--- src/rtl/div_unit_if.sv ---
`default_nettype none
// ============================================================================
//  Module      : div_unit_if
//  Description : Request/result bundle between the EX stage and the divider.
//  Revision    : 1.0 - initial release
// ============================================================================
interface div_unit_if #(
    parameter int WIDTH = 32
);
    logic             start;
    logic             signed_div;
    logic [WIDTH-1:0] a;
    logic [WIDTH-1:0] b;
    logic             annul;
    logic             stall;
    logic             valid;
    logic [WIDTH-1:0] hi_out;
    logic [WIDTH-1:0] lo_out;

    modport master (
        output start, signed_div, a, b, annul,
        input  stall, valid, hi_out, lo_out
    );

    modport slave (
        input  start, signed_div, a, b, annul,
        output stall, valid, hi_out, lo_out
    );
endinterface
`default_nettype wire

--- src/rtl/div_unit.sv ---
`default_nettype none
// ============================================================================
//  Module      : div_unit
//  Description : Iterative radix-2 restoring divider for MIPS DIV/DIVU (HI/LO).
//  Revision    : 1.0 - initial release
// ============================================================================
module div_unit #(
    parameter int WIDTH = 32,
    parameter int CNT_W = 5
) (
    input  logic       clk,
    input  logic       resetn,
    div_unit_if.slave  bus
);

    typedef enum logic [1:0] {
        S_IDLE = 2'd0,
        S_DIV  = 2'd1,
        S_FIX  = 2'd2,
        S_DONE = 2'd3
    } state_t;

    state_t             state_q, state_d;
    logic [CNT_W-1:0]   count_q, count_d;
    logic [WIDTH-1:0]   rem_q,   rem_d;
    logic [WIDTH-1:0]   quo_q,   quo_d;
    logic [WIDTH-1:0]   dabs_q,  dabs_d;
    logic               neg_q,   neg_d;
    logic               rsgn_q,  rsgn_d;
    logic               valid_q, valid_d;
    logic [WIDTH-1:0]   hi_q,    hi_d;
    logic [WIDTH-1:0]   lo_q,    lo_d;

    logic               a_neg;
    logic               b_neg;
    logic [WIDTH-1:0]   a_abs;
    logic [WIDTH-1:0]   b_abs;
    logic [WIDTH:0]     trial;
    logic               accept;

    assign a_neg  = bus.signed_div & bus.a[WIDTH-1];
    assign b_neg  = bus.signed_div & bus.b[WIDTH-1];
    assign a_abs  = a_neg ? ('0 - bus.a) : bus.a;
    assign b_abs  = b_neg ? ('0 - bus.b) : bus.b;
    assign accept = bus.start & ~bus.annul;

    // Shifted partial remainder (one extra bit) minus divisor magnitude.
    assign trial  = {rem_q, quo_q[WIDTH-1]} - {1'b0, dabs_q};

    always_ff @(posedge clk or negedge resetn) begin
        if (!resetn) begin
            state_q <= S_IDLE;
            count_q <= '0;
            rem_q   <= '0;
            quo_q   <= '0;
            dabs_q  <= '0;
            neg_q   <= 1'b0;
            rsgn_q  <= 1'b0;
            valid_q <= 1'b0;
            hi_q    <= '0;
            lo_q    <= '0;
        end else begin
            state_q <= state_d;
            count_q <= count_d;
            rem_q   <= rem_d;
            quo_q   <= quo_d;
            dabs_q  <= dabs_d;
            neg_q   <= neg_d;
            rsgn_q  <= rsgn_d;
            valid_q <= valid_d;
            hi_q    <= hi_d;
            lo_q    <= lo_d;
        end
    end

    always_comb begin
        state_d = state_q;
        count_d = count_q;
        rem_d   = rem_q;
        quo_d   = quo_q;
        dabs_d  = dabs_q;
        neg_d   = neg_q;
        rsgn_d  = rsgn_q;
        valid_d = 1'b0;
        hi_d    = hi_q;
        lo_d    = lo_q;

        case (state_q)
            S_IDLE: begin
                if (accept) begin
                    if (bus.b == '0) begin
                        state_d = S_DONE;
                        valid_d = 1'b1;
                        hi_d    = bus.a;
                        lo_d    = '1;
                    end else begin
                        state_d = S_DIV;
                        count_d = '0;
                        rem_d   = '0;
                        quo_d   = a_abs;
                        dabs_d  = b_abs;
                        neg_d   = a_neg ^ b_neg;
                        rsgn_d  = a_neg;
                    end
                end
            end
            S_DIV: begin
                if (bus.annul) begin
                    state_d = S_IDLE;
                end else begin
                    // Restore by keeping the shifted value when the trial underflows.
                    rem_d   = trial[WIDTH] ? {rem_q[WIDTH-2:0], quo_q[WIDTH-1]}
                                           : trial[WIDTH-1:0];
                    quo_d   = {quo_q[WIDTH-2:0], ~trial[WIDTH]};
                    count_d = count_q + CNT_W'(1);
                    if (count_q == CNT_W'(WIDTH - 1)) begin
                        state_d = S_FIX;
                    end
                end
            end
            S_FIX: begin
                if (bus.annul) begin
                    state_d = S_IDLE;
                end else begin
                    state_d = S_DONE;
                    valid_d = 1'b1;
                    hi_d    = rsgn_q ? ('0 - rem_q) : rem_q;
                    lo_d    = neg_q  ? ('0 - quo_q) : quo_q;
                end
            end
            S_DONE: begin
                state_d = S_IDLE;
            end
            default: begin
                state_d = S_IDLE;
            end
        endcase
    end

    assign bus.stall  = ((state_q == S_IDLE) & accept) |
                        (state_q == S_DIV) |
                        (state_q == S_FIX);
    assign bus.valid  = valid_q;
    assign bus.hi_out = hi_q;
    assign bus.lo_out = lo_q;

endmodule
`default_nettype wire

--- src/flat_wrapper.sv ---
// flat-port wrapper written by rule: the top's interface ports become plain ports
module div_unit_flat 
#(
    parameter int WIDTH = 32,
    parameter int CNT_W = 5
)
  (clk, resetn, bus_start, bus_signed_div, bus_a, bus_b, bus_annul, bus_stall, bus_valid, bus_hi_out, bus_lo_out);
  div_unit_if #(.WIDTH(WIDTH)) bus_i ();
  input  logic clk;
  input  logic resetn;
  input wire logic [$bits(bus_i.start)-1:0] bus_start;
  input wire logic [$bits(bus_i.signed_div)-1:0] bus_signed_div;
  input wire logic [$bits(bus_i.a)-1:0] bus_a;
  input wire logic [$bits(bus_i.b)-1:0] bus_b;
  input wire logic [$bits(bus_i.annul)-1:0] bus_annul;
  output wire logic [$bits(bus_i.stall)-1:0] bus_stall;
  output wire logic [$bits(bus_i.valid)-1:0] bus_valid;
  output wire logic [$bits(bus_i.hi_out)-1:0] bus_hi_out;
  output wire logic [$bits(bus_i.lo_out)-1:0] bus_lo_out;
  assign bus_i.start = bus_start;
  assign bus_i.signed_div = bus_signed_div;
  assign bus_i.a = bus_a;
  assign bus_i.b = bus_b;
  assign bus_i.annul = bus_annul;
  assign bus_stall = bus_i.stall;
  assign bus_valid = bus_i.valid;
  assign bus_hi_out = bus_i.hi_out;
  assign bus_lo_out = bus_i.lo_out;
  div_unit #(.WIDTH(WIDTH), .CNT_W(CNT_W)) u_core (.clk(clk), .resetn(resetn), .bus(bus_i));
endmodule
--- config.mk ---
export PLATFORM = sky130hd
export DESIGN_NAME = div_unit_flat
export DESIGN_NICKNAME = d
export VERILOG_FILES = /design/src/rtl/div_unit_if.sv /design/src/rtl/div_unit.sv /design/src/flat_wrapper.sv
export SDC_FILE = /design/constraint.sdc
export NUM_CORES = 1
export LEC_CHECK = 0
export CORE_MARGIN = 4
export CORE_UTILIZATION = 57
export DETAILED_ROUTE_END_ITERATION = 8
export PLACE_DENSITY = 0.81
export SYNTH_ARGS = -nofsm -noshare
export SYNTH_HDL_FRONTEND = slang
export SYNTH_SLANG_ARGS = --single-unit
--- constraint.sdc ---
create_clock -name clk -period 4.9 [get_ports clk]
set_clock_uncertainty 0.05 [all_clocks]
set_input_delay 0.98 -clock clk [delete_from_list [all_inputs] [get_ports clk]]
set_output_delay 0.98 -clock clk [all_outputs]
set_load 0.02 [all_outputs]
==> impl.org, run 1 <==
** Setup path
- For the worst setup path, the data required time is 5.20 ns.
- Most frequent cell on the critical path :: inv_1
- The slowest stage of the critical path is the nor4_1 cell.
- The critical path goes through clkdlybuf4s50_1, inv_1, ha_1, nor2b_1, nand4b_1, nor4_1, nor3b_1, a21oi_1, or3_1, inv_1, buf_4, nor2_1, a31oi_1.
- The worst register-to-register path ends at u_core.rem_q[31].
- In this run the worst path has a maximum fanout of 38.
- At the worst endpoint, the arrival time is 4.56 ns.
- Reg2Reg Depth :: 13
- Crit. End Element :: register
- The worst register-to-register path has a setup slack of between 0.8 and 0.9 ns.
- The startpoint identified for the worst register-to-register timing path is u_core.quo_q[31].
- On the worst path, the slowest cell contributes a delay of 0.58 ns.
- The critical path starts at bus_b[1].
- CP Launch Type :: input pin
- Crit path kind :: input pin to register

** Drt
- Final ANT Viol Nets :: 0
- Wires add up to approximately 28,000 µm.
- Dividing the detail-routed wire length by the instance count gives 16.46 µm.
- The routed layout has approximately 9.8k vias.
- For this block, the initial DRC count from the detailed router was 652.
- For this run, the detailed router's first-pass iteration total came to 6.
- Remaining routing DRC violations :: 0
- Drt via density :: between 5 and 6

** Floorplanning
- Initial cell density of the core :: 0.5877
- Vert. Die Dim :: 147.8 µm
- In this run the standard cell core region covers approximately 0.019 mm².
- I/O pin count :: 135
- The die covers 0.02185 mm².
- Row count :: 50
- The die is 147.8 µm wide.

** STA
- Max-slew headroom :: 0.2172
- Final Max Slew Viols :: 0
- For the pin with the worst max-slew slack, the measured transition is 1.172 ns.
- Peak Freq :: around 0.23 GHz
- Final total negative setup slack :: 0 ns
- Final cycle utilization of the critical path :: 0.8687
- Clock period minus final worst setup slack :: 4.257 ns
- The final hold violation count was 0.
- Unrepaired setup endpoints after global routing :: false
- Setup violations remaining at the end of the flow were counted as 0.

** Synthesis
- The biggest area contributor in the post-synthesis netlist is dfrtp_1.
- Of the total synthesized cell area, the portion taken by full adders, half adders and majority gates is 0.04447.
- After synthesis the netlist holds a flip-flop and latch count of 170.
- In the synthesized netlist the dominant register cell turns out to be dfrtp_1.
- Of the total synthesized cell area, the portion taken by XOR and XNOR cells is 0.1179.
- By area, the combinational part of the netlist is dominated by compound AO/OA/AOI/OAI gates.
- YS warnings :: 0
- Synthesized-area fraction occupied by ao, oa, aoi and oai cells :: 0.2250
- The share of synthesized area in the top cell type comes to 0.3819.
- Counting flops with an async set or reset pin after synthesis yields a share of 1.000.
- Counting flops with a built-in enable in the synthesized netlist gives 0.
- Of the synthesized area, sequential elements account for 0.3819.
- Of the total synthesized cell area, the portion taken by AND, OR, NAND and NOR gates is 0.1593.
- The portion of synthesized area spent on multiplexers is 0.03055.
- Average size of a mapped cell :: 8.472 µm²
- In the post-synthesis netlist, the biggest area contributors are dfrtp_1, xor2_1, o21ai_0, a21oi_1, nor2_1.
- Synthesis produced 1,315 cells.
- The netlist uses 62 different library cells.
- Synthesis produced a netlist with a net count of approximately 1.4k.
- Summed instance area of the synthesized netlist :: 0.01114 mm²

** Cells and area
- Leaving out fill and tap cells, the most frequent cells in the layout are dfrtp_1, nor2_1, o21ai_0.
- The library cell used most frequently in the layout, excluding fill and tap cells, is dfrtp_1.
- Total number of nets in the final design :: 1,526
- For this run, the number of standard cells in the final layout without fillers is 1,690.
- Fraction of layout cells with a size suffix above 1 :: 0.04755
- The number of antenna diodes in the final layout is 0.
- Final cell utilization of the core :: 0.7042
- Synthesis-to-finish area growth :: 19.82%

** Place
- The wire-length estimate of the detail-placed layout is 20,710 µm.
- The congestion estimate from routability-driven global placement came to 0.9227.
- Count of port buffers added during placement :: about 130
- Placed insts :: between 1.5k and 2k

** Global route
- Overflow after GRT :: 0
- The number of antenna violations at the first check in global routing was 0.
- Largest net degree at the start of global routing :: around 110
- Via count of the first global-routing pass :: 9,581
- Wire length of the first global-routing pass :: 46,420 µm
- GRT Util Overall :: 0.2585

** Clocking
- Number of clock buffers inserted by TritonCTS :: 17
- Maximum number of buffers from clock root to sink :: 2
- Worst-path clk slew :: 0.07 ns
- After clock tree synthesis, the flow added hold-fix buffers numbering 0.
- The H-tree generated during clock tree synthesis spans 4 levels.
- In this run, post-CTS repair resized a total of 0 instances.
- In this run the clock root is driven by a clkbuf_16.
- At the later pin of the worst-skew pair, clock insertion delay measures about 0.43 ns.
- Number of sinks driven by the clock tree :: 170
- TritonCTS built the clock tree.
- Once the clock tree was built, the setup fixing pass inserted 0 buffers.

** Hold path
- Depth of the worst hold-timing path :: 2
- Worst hold-check path type :: register to register
- Sink of the worst hold path :: u_core.dabs_q[27]
- Hold Crit Start :: u_core.dabs_q[27]

** Pwr
- The analysis attributes to cell leakage a power of 5.810 nW.
- VDD IR max :: 248.2 µV
- The design draws 3.983 mW.
- Power density over the cells :: 298.4 mW/mm²

** Run
- Max-cap violations in this run came to 0.

** Status
- Result of the run :: complete, no violations
[worst max-delay path: cells and delay by family]
| family | cells | cell delay, ns |
|---|---|---|
| adders and majority gates | 1 | 0.20 |
| and+or+nand+nor | 6 | 2.06 |
| AOI/OAI and AO/OA | 2 | 0.32 |
| buffers and inverters | 4 | 0.98 |
[layout make-up]
class	count	area, µm²
clock buffers	19	452.9
fillers	1565	5607
multi-input cells	1025	6454
flip-flops and latches	170	4254
repair buffers	152	1478
clock inverters	12	190.2
well taps	260	325.3
inverters	52	195.2
[routing by layer]
metal,GRT usage,vias up,part of all wire
li1,-,4849,-
met4,0.07269,0,0.017
met5,0,-,0
met1,0.3456,4603,0.44
met2,0.4453,315,0.48
met3,0.03188,47,0.055
[registers in the layout, indices dropped and copies added, names as in the netlist]
name and flops:
u_core.state_q 2, u_core.count_q 5, u_core.dabs_q 32, u_core.bus.valid 1
u_core.quo_q 32, u_core.rsgn_q 1, u_core.bus.hi_out 32, u_core.bus.lo_out 32
u_core.rem_q 32, u_core.neg_q 1
[stage by stage]
stage	hold slack, ns	cell area [µm²]	worst slack (ns)
after CTS	0.4350	13350	0.6945
final	0.4315	13350	0.6435
after global routing	0.4651	13350	0.2005
after detailed placement	0.4205	12710	0.2850
after global placement	0.4131	12710	0.4176
after floorplan	0.3998	11140	1.262
[synth_stat cells, types with 6 or more instances]
| master | instances |
|---|---|
| or4_1 | 11 |
| a221o_1 | 11 |
| or3_1 | 16 |
| xnor2_1 | 57 |
| nor4_1 | 11 |
| nand2_1 | 135 |
| clkbuf_1 | 57 |
| a31oi_1 | 8 |
| o21ai_0 | 137 |
| nor2b_1 | 9 |
| o41ai_1 | 15 |
| nand3_1 | 15 |
| a21o_1 | 12 |
| a22oi_1 | 18 |
| dfrtp_1 | 170 |
| nand2b_1 | 10 |
| ha_1 | 38 |
| nor2_1 | 139 |
| and3_1 | 9 |
| buf_1 | 6 |
| a21oi_1 | 134 |
| mux2i_1 | 34 |
| nor3_1 | 12 |
| inv_1 | 52 |
| and2_1 | 7 |
| xor2_1 | 93 |
| o31ai_1 | 26 |
[worst max-delay path by stage]
stage	endpoint	slack, ns	cells after the start
floorplan	u_core.rem_q[10]	1.26	13
global placement	u_core.bus.hi_out[13]	0.42	13
detailed placement	u_core.bus.hi_out[26]	0.29	13
CTS	u_core.bus.hi_out[26]	0.69	13
global route	u_core.bus.hi_out[26]	0.20	13
finish	u_core.bus.hi_out[26]	0.64	13
[logic make-up (layout without fill, tap and decap cells)]
kind of cell             Yosys count  after routing
XOR/XNOR                         150            150
buffers and inverters            120            235
AO/OA/AOI/OAI                    412            412
multiplexers                      34             34
flip-flops                       170            170
adder cells (fa/ha/maj)           39             39
AND/OR/NAND/NOR                  390            390
[where the power goes]
| part | switching, mW | internal [mW] | total (mW) |
|---|---|---|---|
| Clock | 0.581 | 0.886 | 1.47 |
| Combinational | 0.496 | 0.376 | 0.871 |
| Sequential | 0.128 | 1.52 | 1.64 |
| Total | 1.20 | 2.78 | 3.98 |
Note: power is estimated with default switching activity, not from simulation.
==> run 2, diff against run 1 <==
--- a/config.mk
+++ b/config.mk
@@ -7,6 +7,7 @@
 export LEC_CHECK = 0
 export CORE_MARGIN = 4
 export CORE_UTILIZATION = 57
+export CTS_CLUSTER_DIAMETER = 150
 export DETAILED_ROUTE_END_ITERATION = 8
 export PLACE_DENSITY = 0.81
 export SYNTH_ARGS = -nofsm -noshare
==> results of run 2 <==
Same layout as run 1: the final DEF is identical, and so are final timing and power.
==> run 3, diff against run 2 <==
--- a/config.mk
+++ b/config.mk
@@ -10,6 +10,8 @@
 export CTS_CLUSTER_DIAMETER = 150
 export DETAILED_ROUTE_END_ITERATION = 8
 export PLACE_DENSITY = 0.81
+export REMOVE_ABC_BUFFERS = 1
 export SYNTH_ARGS = -nofsm -noshare
 export SYNTH_HDL_FRONTEND = slang
 export SYNTH_SLANG_ARGS = --single-unit
+export TNS_END_PERCENT = 5
==> run 3 against run 2 <==
Effect of this change: register-to-register slack about the same; clock power down 9%; wire length fell by 1.8%; fmax increased by 2.1%; critical path depth rose by 1.
==> impl.org, run 3 (synthesis gave the netlist of run 1 again) <==
** STA
- Setup violations remaining at the end of the flow were counted as 0.
- Unrepaired setup endpoints after global routing :: false
- Final Max Slew Viols :: 0
- Fin worst setup slack :: 0.7326 ns
- Max-slew headroom :: 0.1602
- Clock period minus final worst setup slack :: 4.167 ns
- Of the available clock period, the critical path in the final layout requires 0.8505.
- Timing would allow up to 0.2400 GHz.
- Slew at the pin with the worst max-slew slack :: 1.258 ns
- Final total negative setup slack :: 0 ns
- The final hold violation count is 0.

** Global route
- Entering global routing, the biggest net connects 117 pins.
- Antenna violations before repair :: 0
- For this run, global-route usage on met2 was measured as 0.4418.
- GRT Util Overall :: 0.2530
- The number of global-route vias before repair is a little over 9k.
- Global-route met1 utilization :: 0.3304
- Overflow after GRT :: 0
- Most heavily used metal layer in global routing :: met2
- Wire length of the first global-routing pass :: 45,660 µm
- Met3 GRT Util :: 0.03127

** Setup path
- Required time worst endpoint :: between 5 and 6 ns
- Crit path kind :: input pin to register
- In this run the critical register-to-register path is launched from u_core.quo_q[31].
- Reg2Reg Depth :: 13
- Worst setup path startpoint :: bus_b[0]
- Crit. End Element :: register
- Worst R2R Setup Slack :: 0.88 ns
- End of the critical path :: u_core.bus.hi_out[13]
- Arrival time worst endpoint :: 4.46 ns
- End of the worst register-to-register path :: u_core.rem_q[25]
- STA classifies the critical path startpoint as an input pin.
- Maximum fanout along the worst path :: 38

** Drt
- The first routing iteration left 641 violations.
- Iteration count of the initial detailed-routing pass :: 7
- Final routed wirelength across all metal layers :: 27,300 µm
- After detailed routing, the average wire length per cell comes to 16.15 µm.
- Remaining routing DRC violations :: 0
- Vias after detailed routing :: 9,736
- Using the TritonRoute via totals, the vias-per-cell ratio works out to 5.758.
- Final ANT Viol Nets :: 0

** Status
- The run finished with clean final reports.

** Cells and area
- Final cell utilization of the core :: 0.7040
- The library cells used most frequently in the layout, excluding fill and tap cells, are dfrtp_1, nor2_1, o21ai_0.
- The finished cells cover 0.01334 mm².
- In the final layout, the share of cells above drive strength 1 is 0.04682.
- Combined area of the multi-input logic cells :: roughly 0.0065 mm²
- Area taken by flip-flops and latches :: roughly 0.0043 mm²
- At the end of the flow, the number of nets in the layout was 1,527.
- Final Instance Count excl. Fillers :: 1,691
- The library cell used most frequently in the layout, excluding fill and tap cells, is dfrtp_1.
- Compared with the post-synthesis result, the final layout area differs by 19.78%.
- Filler cell count in the final layout :: 1,492
- Antenna diode count :: 0

** Clocking
- In this run, CTS created clock tree buffers numbering 17.
- Worst-path clk slew :: 0.06 ns
- CTS built an H-tree with a depth of 4.
- # Post-CTS Setup Buffers :: 0
- Clock Latency Late Sink :: 0.43 ns
- Number of sinks driven by the clock tree :: 170
- CTS placed an instance of clkbuf_16 at the clock tree root.
- Cts hold-fix bufs :: 0
- In this run, post-CTS repair resized a total of 0 instances.
- TritonCTS clock tree :: yes
- Counting along the longest clock path gives a buffer depth of 2.

** Floorplanning
- Initial cell density of the core :: 0.5877
- I/O pin count :: 135
- The die covers roughly 0.022 mm².
- The floorplan step defined a core boundary enclosing between 0.015 and 0.02 mm².
- The floorplan has 50 rows.
- Measured along the y axis, the die boundary spans 147.8 µm.
- The floorplan step set the die width to around 150 µm.

** Pwr
- VDD IR max :: 239.0 µV
- The analysis attributes to cell leakage a power of 5.791 nW.
- Power density over the cells :: 288.5 mW/mm²

** Place
- Worst setup timing slack at the placement stage :: 0.3301 ns
- Placed insts :: between 1.5k and 2k
- Buffers placed on the I/O ports in this run total roughly 130.
- Once placement finished, the instance area stood at 0.01276 mm².
- Global placement routability congestion :: 0.9420
- After legalization and detailed placement, the total HPWL measured 20,560 µm.

** Run
- Max cap viols :: 0

** Hold path
- Worst hold-check path type :: register to register
[run 3: changes by cell type in the layout (fill, tap and decap cells not counted)]
cell,previous run,this run
bufinv_16,4,2
clkinvlp_4,2,5
buf_4,18,15
clkinv_2,0,1
inv_8,1,0
clkbuf_1,0,2
inv_6,1,0
buf_12,0,4
clkinv_4,4,2
[run 3: critical path, cell delays in order]
cell	delay (ns)
clkdlybuf4s50_1	0.46
inv_1	0.10
ha_1	0.21
nor2b_1	0.24
nand4b_1	0.19
nor4_1	0.60
nor3b_1	0.29
buf_4	0.18
a21oi_1	0.07
or3_1	0.50
inv_1	0.17
buf_12	0.22
nor2_1	0.07
a31oi_1	0.16
[run 3: stage by stage]
| stage | power, mW | hold slack (ns) |
|---|---|---|
| after CTS | 3.857 | 0.4345 |
| after detailed placement | 2.529 | 0.4196 |
| after global placement | 2.505 | 0.4038 |
| final | 3.850 | 0.4311 |
| after global routing | 4.050 | 0.4674 |
| after floorplan | 2.246 | 0.3998 |
[run 3: area by class of cell]
class                      instances  area share
sequential                       170      0.3188
timing repair buffer             153      0.1150
clock inverter                    10    0.009001
tap                              260     0.02438
inverter                          52     0.01463
multi-input combinational       1025      0.4836
clock buffer                      21     0.03451
[run 3: metal layers]
metal / routed length, µm / up-vias
met5: 0 / -
met4: 594 / 0
met3: 1308 / 43
met2: 13390 / 238
met1: 12010 / 4586
li1: - / 4869
[run 3: worst min path at each step]
stage	startpoint	to	slack [ns]	cells after the start
finish	u_core.bus.hi_out[27]	u_core.bus.hi_out[27]	0.43	2
global route	u_core.dabs_q[19]	u_core.dabs_q[19]	0.47	2
CTS	u_core.bus.hi_out[27]	u_core.bus.hi_out[27]	0.43	2
detailed placement	u_core.bus.hi_out[27]	u_core.bus.hi_out[27]	0.42	2
global placement	u_core.neg_q	u_core.neg_q	0.40	2
floorplan	u_core.dabs_q[19]	u_core.dabs_q[19]	0.40	2
[run 3: where the power goes]
part	total [mW]	leakage (nW)	internal, mW	switching (mW)
clock network	1.34	0.267	0.775	0.561
registers	1.65	2.24	1.52	0.130
logic	0.866	3.28	0.378	0.488
